$ cat src/rtl/hs_pkg.sv
// Shared definitions for the two-wire 4-phase handshake between device A and device B.
package hs_pkg;

  // Device B handshake states; encodings 6 and 7 are unused and recover to IDLE.
  typedef enum logic [2:0] {
    IDLE   = 3'd0,
    B_DLY  = 3'd1,
    B_ACK  = 3'd2,
    B_REQ  = 3'd3,
    B_REL  = 3'd4,
    B_COLL = 3'd5
  } hs_b_state_t;

  // Width in cycles of every status pulse (rx_valid, tx_done, collision, timeout).
  localparam int HS_PULSE_W = 1;

  // Device B raises its line only while acknowledging an A write or requesting its own.
  function automatic logic hs_b_drives(input logic [2:0] st);
    return (st == 3'(B_ACK)) || (st == 3'(B_REQ));
  endfunction

endpackage

$ cat src/rtl/hs_down_counter.sv
// Loadable down-counter that saturates at zero and flags when it has reached zero.
module hs_down_counter #(
  parameter int W = 4
) (
  input  logic         clk,
  input  logic         reset,
  input  logic         load,
  input  logic [W-1:0] load_val,
  input  logic         dec,
  output logic         zero
);

  logic [W-1:0] count_r;

  // Load has priority over decrement; decrement stops at zero.
  always_ff @(posedge clk or negedge reset) begin
    if (!reset) begin
      count_r <= '0;
    end else if (load) begin
      count_r <= load_val;
    end else if (dec && (count_r != '0)) begin
      count_r <= count_r - W'(1);
    end else begin
      count_r <= count_r;
    end
  end

  assign zero = (count_r == '0);

endmodule

$ cat src/rtl/device_b_responder.sv
// Device B endpoint of the devA/devB 4-phase handshake: serves A-initiated writes
// with a programmable acknowledge delay and issues its own writes with timeout
// and same-edge collision detection. All outputs are registered.
module device_b_responder
  import hs_pkg::*;
#(
  parameter int DW      = 8,
  parameter int ACK_DLY = 2,
  parameter int TIMEOUT = 16,
  parameter int CNT_W   = 8
) (
  input  logic             clk,
  input  logic             reset,
  input  logic             devA,
  output logic             devB,
  input  logic [DW-1:0]    a_data,
  input  logic             send,
  input  logic [DW-1:0]    data_tx,
  output logic [DW-1:0]    b_data,
  output logic [DW-1:0]    rx_data,
  output logic             rx_valid,
  output logic             tx_done,
  output logic             collision,
  output logic             timeout,
  output logic [CNT_W-1:0] xfer_cnt
);

  localparam logic [2:0] ST_IDLE   = 3'(IDLE);
  localparam logic [2:0] ST_B_DLY  = 3'(B_DLY);
  localparam logic [2:0] ST_B_ACK  = 3'(B_ACK);
  localparam logic [2:0] ST_B_REQ  = 3'(B_REQ);
  localparam logic [2:0] ST_B_REL  = 3'(B_REL);
  localparam logic [2:0] ST_B_COLL = 3'(B_COLL);

  localparam int DLY_W = (ACK_DLY > 2) ? $clog2(ACK_DLY) : 1;
  localparam int TMR_W = (TIMEOUT > 2) ? $clog2(TIMEOUT) : 1;
  localparam logic [DLY_W-1:0] DLY_LOAD = (ACK_DLY > 0) ? DLY_W'(ACK_DLY - 1) : '0;
  localparam logic [TMR_W-1:0] TMR_LOAD = TMR_W'(TIMEOUT - 1);

  logic [2:0]       state_r;
  logic [2:0]       state_nxt_s;
  logic             first_r;
  logic             devb_r;
  logic [DW-1:0]    b_data_r;
  logic [DW-1:0]    rx_data_r;
  logic             rx_valid_r;
  logic             tx_done_r;
  logic             collision_r;
  logic             timeout_r;
  logic [CNT_W-1:0] xfer_cnt_r;

  logic dly_load_s, dly_dec_s, dly_zero_s;
  logic tmr_load_s, tmr_dec_s, tmr_zero_s;
  logic capture_s, latch_tx_s, tx_done_s, coll_s, tmo_s;

  hs_down_counter #(.W(DLY_W)) u_ack_dly (
    .clk      (clk),
    .reset    (reset),
    .load     (dly_load_s),
    .load_val (DLY_LOAD),
    .dec      (dly_dec_s),
    .zero     (dly_zero_s)
  );

  hs_down_counter #(.W(TMR_W)) u_req_tmr (
    .clk      (clk),
    .reset    (reset),
    .load     (tmr_load_s),
    .load_val (TMR_LOAD),
    .dec      (tmr_dec_s),
    .zero     (tmr_zero_s)
  );

  // Next-state and event decode; a devA seen on the first B_REQ edge can only be A's own request.
  always_comb begin
    state_nxt_s = state_r;
    dly_load_s  = 1'b0;
    dly_dec_s   = 1'b0;
    tmr_load_s  = 1'b0;
    tmr_dec_s   = 1'b0;
    capture_s   = 1'b0;
    latch_tx_s  = 1'b0;
    tx_done_s   = 1'b0;
    coll_s      = 1'b0;
    tmo_s       = 1'b0;
    case (state_r)
      ST_IDLE: begin
        if (devA) begin
          if (ACK_DLY == 0) begin
            state_nxt_s = ST_B_ACK;
            capture_s   = 1'b1;
          end else begin
            state_nxt_s = ST_B_DLY;
            dly_load_s  = 1'b1;
          end
        end else if (send) begin
          state_nxt_s = ST_B_REQ;
          latch_tx_s  = 1'b1;
          tmr_load_s  = 1'b1;
        end else begin
          state_nxt_s = ST_IDLE;
        end
      end
      ST_B_DLY: begin
        if (!devA) begin
          state_nxt_s = ST_IDLE;
        end else if (dly_zero_s) begin
          state_nxt_s = ST_B_ACK;
          capture_s   = 1'b1;
        end else begin
          dly_dec_s   = 1'b1;
        end
      end
      ST_B_ACK: begin
        if (!devA) begin
          state_nxt_s = ST_IDLE;
        end else begin
          state_nxt_s = ST_B_ACK;
        end
      end
      ST_B_REQ: begin
        if (devA) begin
          if (first_r) begin
            state_nxt_s = ST_B_COLL;
            coll_s      = 1'b1;
          end else begin
            state_nxt_s = ST_B_REL;
            tx_done_s   = 1'b1;
          end
        end else if (tmr_zero_s) begin
          state_nxt_s = ST_B_REL;
          tmo_s       = 1'b1;
        end else begin
          tmr_dec_s   = 1'b1;
        end
      end
      ST_B_REL, ST_B_COLL: begin
        if (!devA) begin
          state_nxt_s = ST_IDLE;
        end else begin
          state_nxt_s = state_r;
        end
      end
      default: begin
        state_nxt_s = ST_IDLE;
      end
    endcase
  end

  // State, handshake line, payload and status registers; devB follows the next state so it is glitch-free.
  always_ff @(posedge clk or negedge reset) begin
    if (!reset) begin
      state_r     <= ST_IDLE;
      first_r     <= 1'b0;
      devb_r      <= 1'b0;
      b_data_r    <= '0;
      rx_data_r   <= '0;
      rx_valid_r  <= 1'b0;
      tx_done_r   <= 1'b0;
      collision_r <= 1'b0;
      timeout_r   <= 1'b0;
      xfer_cnt_r  <= '0;
    end else begin
      state_r     <= state_nxt_s;
      first_r     <= latch_tx_s;
      devb_r      <= hs_b_drives(state_nxt_s);
      if (latch_tx_s) begin
        b_data_r <= data_tx;
      end else if (state_nxt_s == ST_B_REQ) begin
        b_data_r <= b_data_r;
      end else begin
        b_data_r <= '0;
      end
      if (capture_s) begin
        rx_data_r <= a_data;
      end else begin
        rx_data_r <= rx_data_r;
      end
      rx_valid_r  <= capture_s;
      tx_done_r   <= tx_done_s;
      collision_r <= coll_s;
      timeout_r   <= tmo_s;
      if (capture_s || tx_done_s) begin
        xfer_cnt_r <= xfer_cnt_r + CNT_W'(1);
      end else begin
        xfer_cnt_r <= xfer_cnt_r;
      end
    end
  end

  assign devB      = devb_r;
  assign b_data    = b_data_r;
  assign rx_data   = rx_data_r;
  assign rx_valid  = rx_valid_r;
  assign tx_done   = tx_done_r;
  assign collision = collision_r;
  assign timeout   = timeout_r;
  assign xfer_cnt  = xfer_cnt_r;

endmodule

$ cat config.mk
export PLATFORM = sky130hd
export DESIGN_NAME = device_b_responder
export DESIGN_NICKNAME = d
export VERILOG_FILES = /design/src/rtl/hs_pkg.sv /design/src/rtl/hs_down_counter.sv /design/src/rtl/device_b_responder.sv
export SDC_FILE = /design/constraint.sdc
export NUM_CORES = 1
export LEC_CHECK = 0
export BUFFER_PORTS_ARGS = -buffer_cell sky130_fd_sc_hd__buf_2
export CORE_ASPECT_RATIO = 1.4
export CORE_MARGIN = 5
export CORE_UTILIZATION = 45
export CTS_BUF_LIST = sky130_fd_sc_hd__clkbuf_8 sky130_fd_sc_hd__clkbuf_16
export DETAILED_ROUTE_END_ITERATION = 8
export PLACE_DENSITY = 0.82
export SLEW_MARGIN = 20
export SYNTH_ARGS = -nofsm -noshare
export SYNTH_HDL_FRONTEND = slang
export SYNTH_SLANG_ARGS = --single-unit
export TNS_END_PERCENT = 1
$ cat constraint.sdc
create_clock -name clk -period 4.7 [get_ports clk]
set_input_delay 1.175 -clock clk [delete_from_list [all_inputs] [get_ports clk]]
set_output_delay 1.175 -clock clk [all_outputs]
set_load 0.01 [all_outputs]
==> results.sh <==
export IMPL_status="completed"
export IMPL_powerDensity_nw_per_um2=586
export IMPL_synthCells=127
export IMPL_drc_errors=0
export IMPL_synth_seq_cells=38
export IMPL_die_area_um2=5010
export IMPL_p_leak_nw=1.04
export IMPL_grt_pass1_vias=1219
export IMPL_core_um2=3610
export IMPL_dr_pass1_iters=4
export IMPL_final_area_um2=2060
export IMPL_synthXorXnorAreaFrac_pct=3.71
export IMPL_vias=1185
export IMPL_layout_drive_gt1_share_pct=41.0
export IMPL_synthDistinctLibCells=44
export IMPL_met1_length_um=1370
export IMPL_port_buffers=48
export IMPL_nets=199
export IMPL_finalHoldViolations=0
export IMPL_wl_per_cell_um=14.6
export IMPL_antenna_found_initial=0
export IMPL_vias_per_cell=5.39
export IMPL_dp_hpwl_um=2340
export IMPL_cts_resized=0
export IMPL_yosys_area_share_simple_pct=16.6
export IMPL_top_layer="met4"
export IMPL_initial_core_util_pct=45.8
export IMPL_fin_crit_sh_pct=48.1
export IMPL_cts_sinks=38
export IMPL_dieWidth_um=61.2
export IMPL_root_buffer="clkbuf_8"
export IMPL_clk_pin_slew_worst_paths_ps=80
export IMPL_crit_type="primary input to flip-flop"
export IMPL_clk_latency_ps=290
export IMPL_startpoint_type="primary input"
export IMPL_synth_edf_count=0
export IMPL_critPathRequiredTime_ps=4870
export IMPL_seq_area_um2=951
export IMPL_clk_path_buf_depth=2
export IMPL_worstHoldPathType="flip-flop to flip-flop"
export IMPL_met2_wirelength_um=1480
export IMPL_drt_total_wl_um=3210
export IMPL_post_route_min_period_ps=2260
export IMPL_irDropWorstVdd_mv=0.361
export IMPL_synth_top_family_by_area="simple AND/OR/NAND/NOR gates"
export IMPL_worst_pin_slew_ps=802
export IMPL_n_antenna_cell=0
export IMPL_grt_max_degree=39
export IMPL_io_pins=49
export IMPL_wl_met3_um=300
export IMPL_area_growth_synth_to_final_pct=24.5
export IMPL_synth_fa_ha_area_share_pct=1.51
export IMPL_drt_initial_drc_count=57
export IMPL_htree_levels=2
export IMPL_synthFlopType="dfrtp_1"
export IMPL_grt_overflow=0
export IMPL_setup_viol=0
export IMPL_gp_congestion=0.752
export IMPL_fill_cells=312
export IMPL_yosys_warnings=0
export IMPL_clock_skew_ps=10.3
export IMPL_cap_violations=0
export IMPL_cts_tree="yes"
export IMPL_synth_compound_area_share_pct=10.3
export IMPL_synthArstFlopShare_pct=100
export IMPL_clock_fmax_ghz=0.442
export IMPL_syn_nets=149
export IMPL_die_h_um=81.7
export IMPL_cts_buffers=5
export IMPL_cp_max_fo=11
export IMPL_synthMuxAreaShare_pct=7.64
export IMPL_cp_arrival_ps=2440
export IMPL_synth_area_um2=1650
export IMPL_grt_pass1_wl_um=5260
export IMPL_post_cts_buffers=0
export IMPL_antenna_left=0
export IMPL_rsz0062_at_grt="false"
export IMPL_cts_hold_repair_buffers=0
export IMPL_syn_area_per_cell_um2=13.0
export IMPL_power_total_w=0.00121
export IMPL_grtUsageTotal_pct=14.1
export IMPL_fin_setup_tns_ps=0
export IMPL_multi_input_area_um2=667
export IMPL_drv_slew=0
export IMPL_endpoint_kind="flip-flop"
export IMPL_yosys_area_top_type="dfrtp_1"
export IMPL_ys_seq_area_share_pct=57.5
export IMPL_num_rows=26
export IMPL_dpl_instance_area_um2=1920
export IMPL_netlist_area_leader_share_pct=57.5
export IMPL_relSlewSlack_pct=46.6
export IMPL_synthTopCellsByArea="dfrtp_1, mux2_2, a22o_1"
-- critical path: stages --
cell	delay (ps)
buf_2	230
nand2b_4	100
nor4b_4	520
mux2_2	410
-- routing by layer --
metal / track usage [%] / vias to the layer above
li1: - / 566
met5: 0 / -
met1: 17.0 / 556
met3: 6.13 / 5
met4: 4.56 / 0
met2: 22.5 / 58
-- final cells by class --
type / instances / share of cell area (%)
repair buffers: 48 / 11.7
inverters: 3 / 0.547
clock buffers: 5 / 3.34
well taps: 42 / 2.55
clock inverters: 3 / 3.34
multi-input cells: 81 / 32.4
flip-flops and latches: 38 / 46.2
-- synthesized netlist by cell type (2+ instances only) --
cell       n
xor2_1     6
buf_2      3
nand2b_1   2
nand3_1    2
nor4_1     3
nor3b_1    2
nor2_1     4
nor3_1     4
o21ai_0    2
a21oi_1    2
or3_1      2
nand2_1    6
ha_1       2
a311o_1    3
inv_1      3
dfrtp_1   38
mux2_2     9
a22o_1     8
-- path summary, 6_finish.rpt --
| path | from | end | slack (ps) | cells past startpoint |
|---|---|---|---|---|
| min | first_r$_DFF_PN0_ | tx_done$_DFF_PN0_ | 450 | 1 |
| max | devA | rx_data[3]$_DFFE_PN0P_ | 2440 | 4 |
| min in group asynchronous | reset | state_r[2]$_DFF_PN0_ | 960 | 1 |
| max in group asynchronous | reset | rx_data[0]$_DFFE_PN0P_ | 3220 | 1 |
| max reg2reg | u_req_tmr.count_r[0]$_DFFE_PN0P_ | state_r[1]$_DFF_PN0_ | 2740 | 5 |
| min reg2reg | first_r$_DFF_PN0_ | tx_done$_DFF_PN0_ | 450 | 1 |
-- flip-flops by register name, indices dropped and copies added (netlist names) --
name,flops
rx_valid,1
u_req_tmr.count_r,4
tx_done,1
devB,1
timeout,1
first_r,1
state_r,3
xfer_cnt,8
rx_data,8
collision,1
b_data,8
u_ack_dly.count_r,1
-- stage by stage --
step	hold slack, ps	instances	worst slack [ps]	utilization [%]
after floorplan	414	127	2520	-
after global placement	443	212	1980	53.0
after detailed placement	437	212	2110	53.2
after CTS	452	220	2400	57.0
after global routing	475	220	2350	57.0
final	454	220	2440	57.0
-- placed cells by master (no fill, tap or decap), types with 2 or more instances in the layout --
cell type  synthesis  final
a21oi_1            2      2
a22o_1             8      8
a311o_1            3      3
buf_2              3     48
bufinv_16          0      2
clkbuf_8           0      5
dfrtp_1           38     38
ha_1               2      2
inv_1              3      3
mux2_2             9      9
nand2_1            6      6
nand2b_1           2      2
nand3_1            2      2
nor2_1             4      4
nor3_1             4      4
nor3b_1            2      2
nor4_1             3      3
o21ai_0            2      2
or3_1              2      2
xor2_1             6      6
-- cell families after synthesis --
| kind of cell | Yosys count |
|---|---|
| adders and majority gates | 2 |
| and+or+nand+nor | 40 |
| buffers and inverters | 8 |
| muxes | 11 |
| DFF | 38 |
| xor gates and xnor gates | 7 |
| AOI/OAI and AO/OA | 21 |
-- power breakdown --
part	leakage, nW	internal [W]	switching [W]
sequential	0.481	0.000423	0.0000917
combinational	0.492	0.000188	0.000173
clock	0.0683	0.000213	0.000118
(Power assumes the default switching activity.)
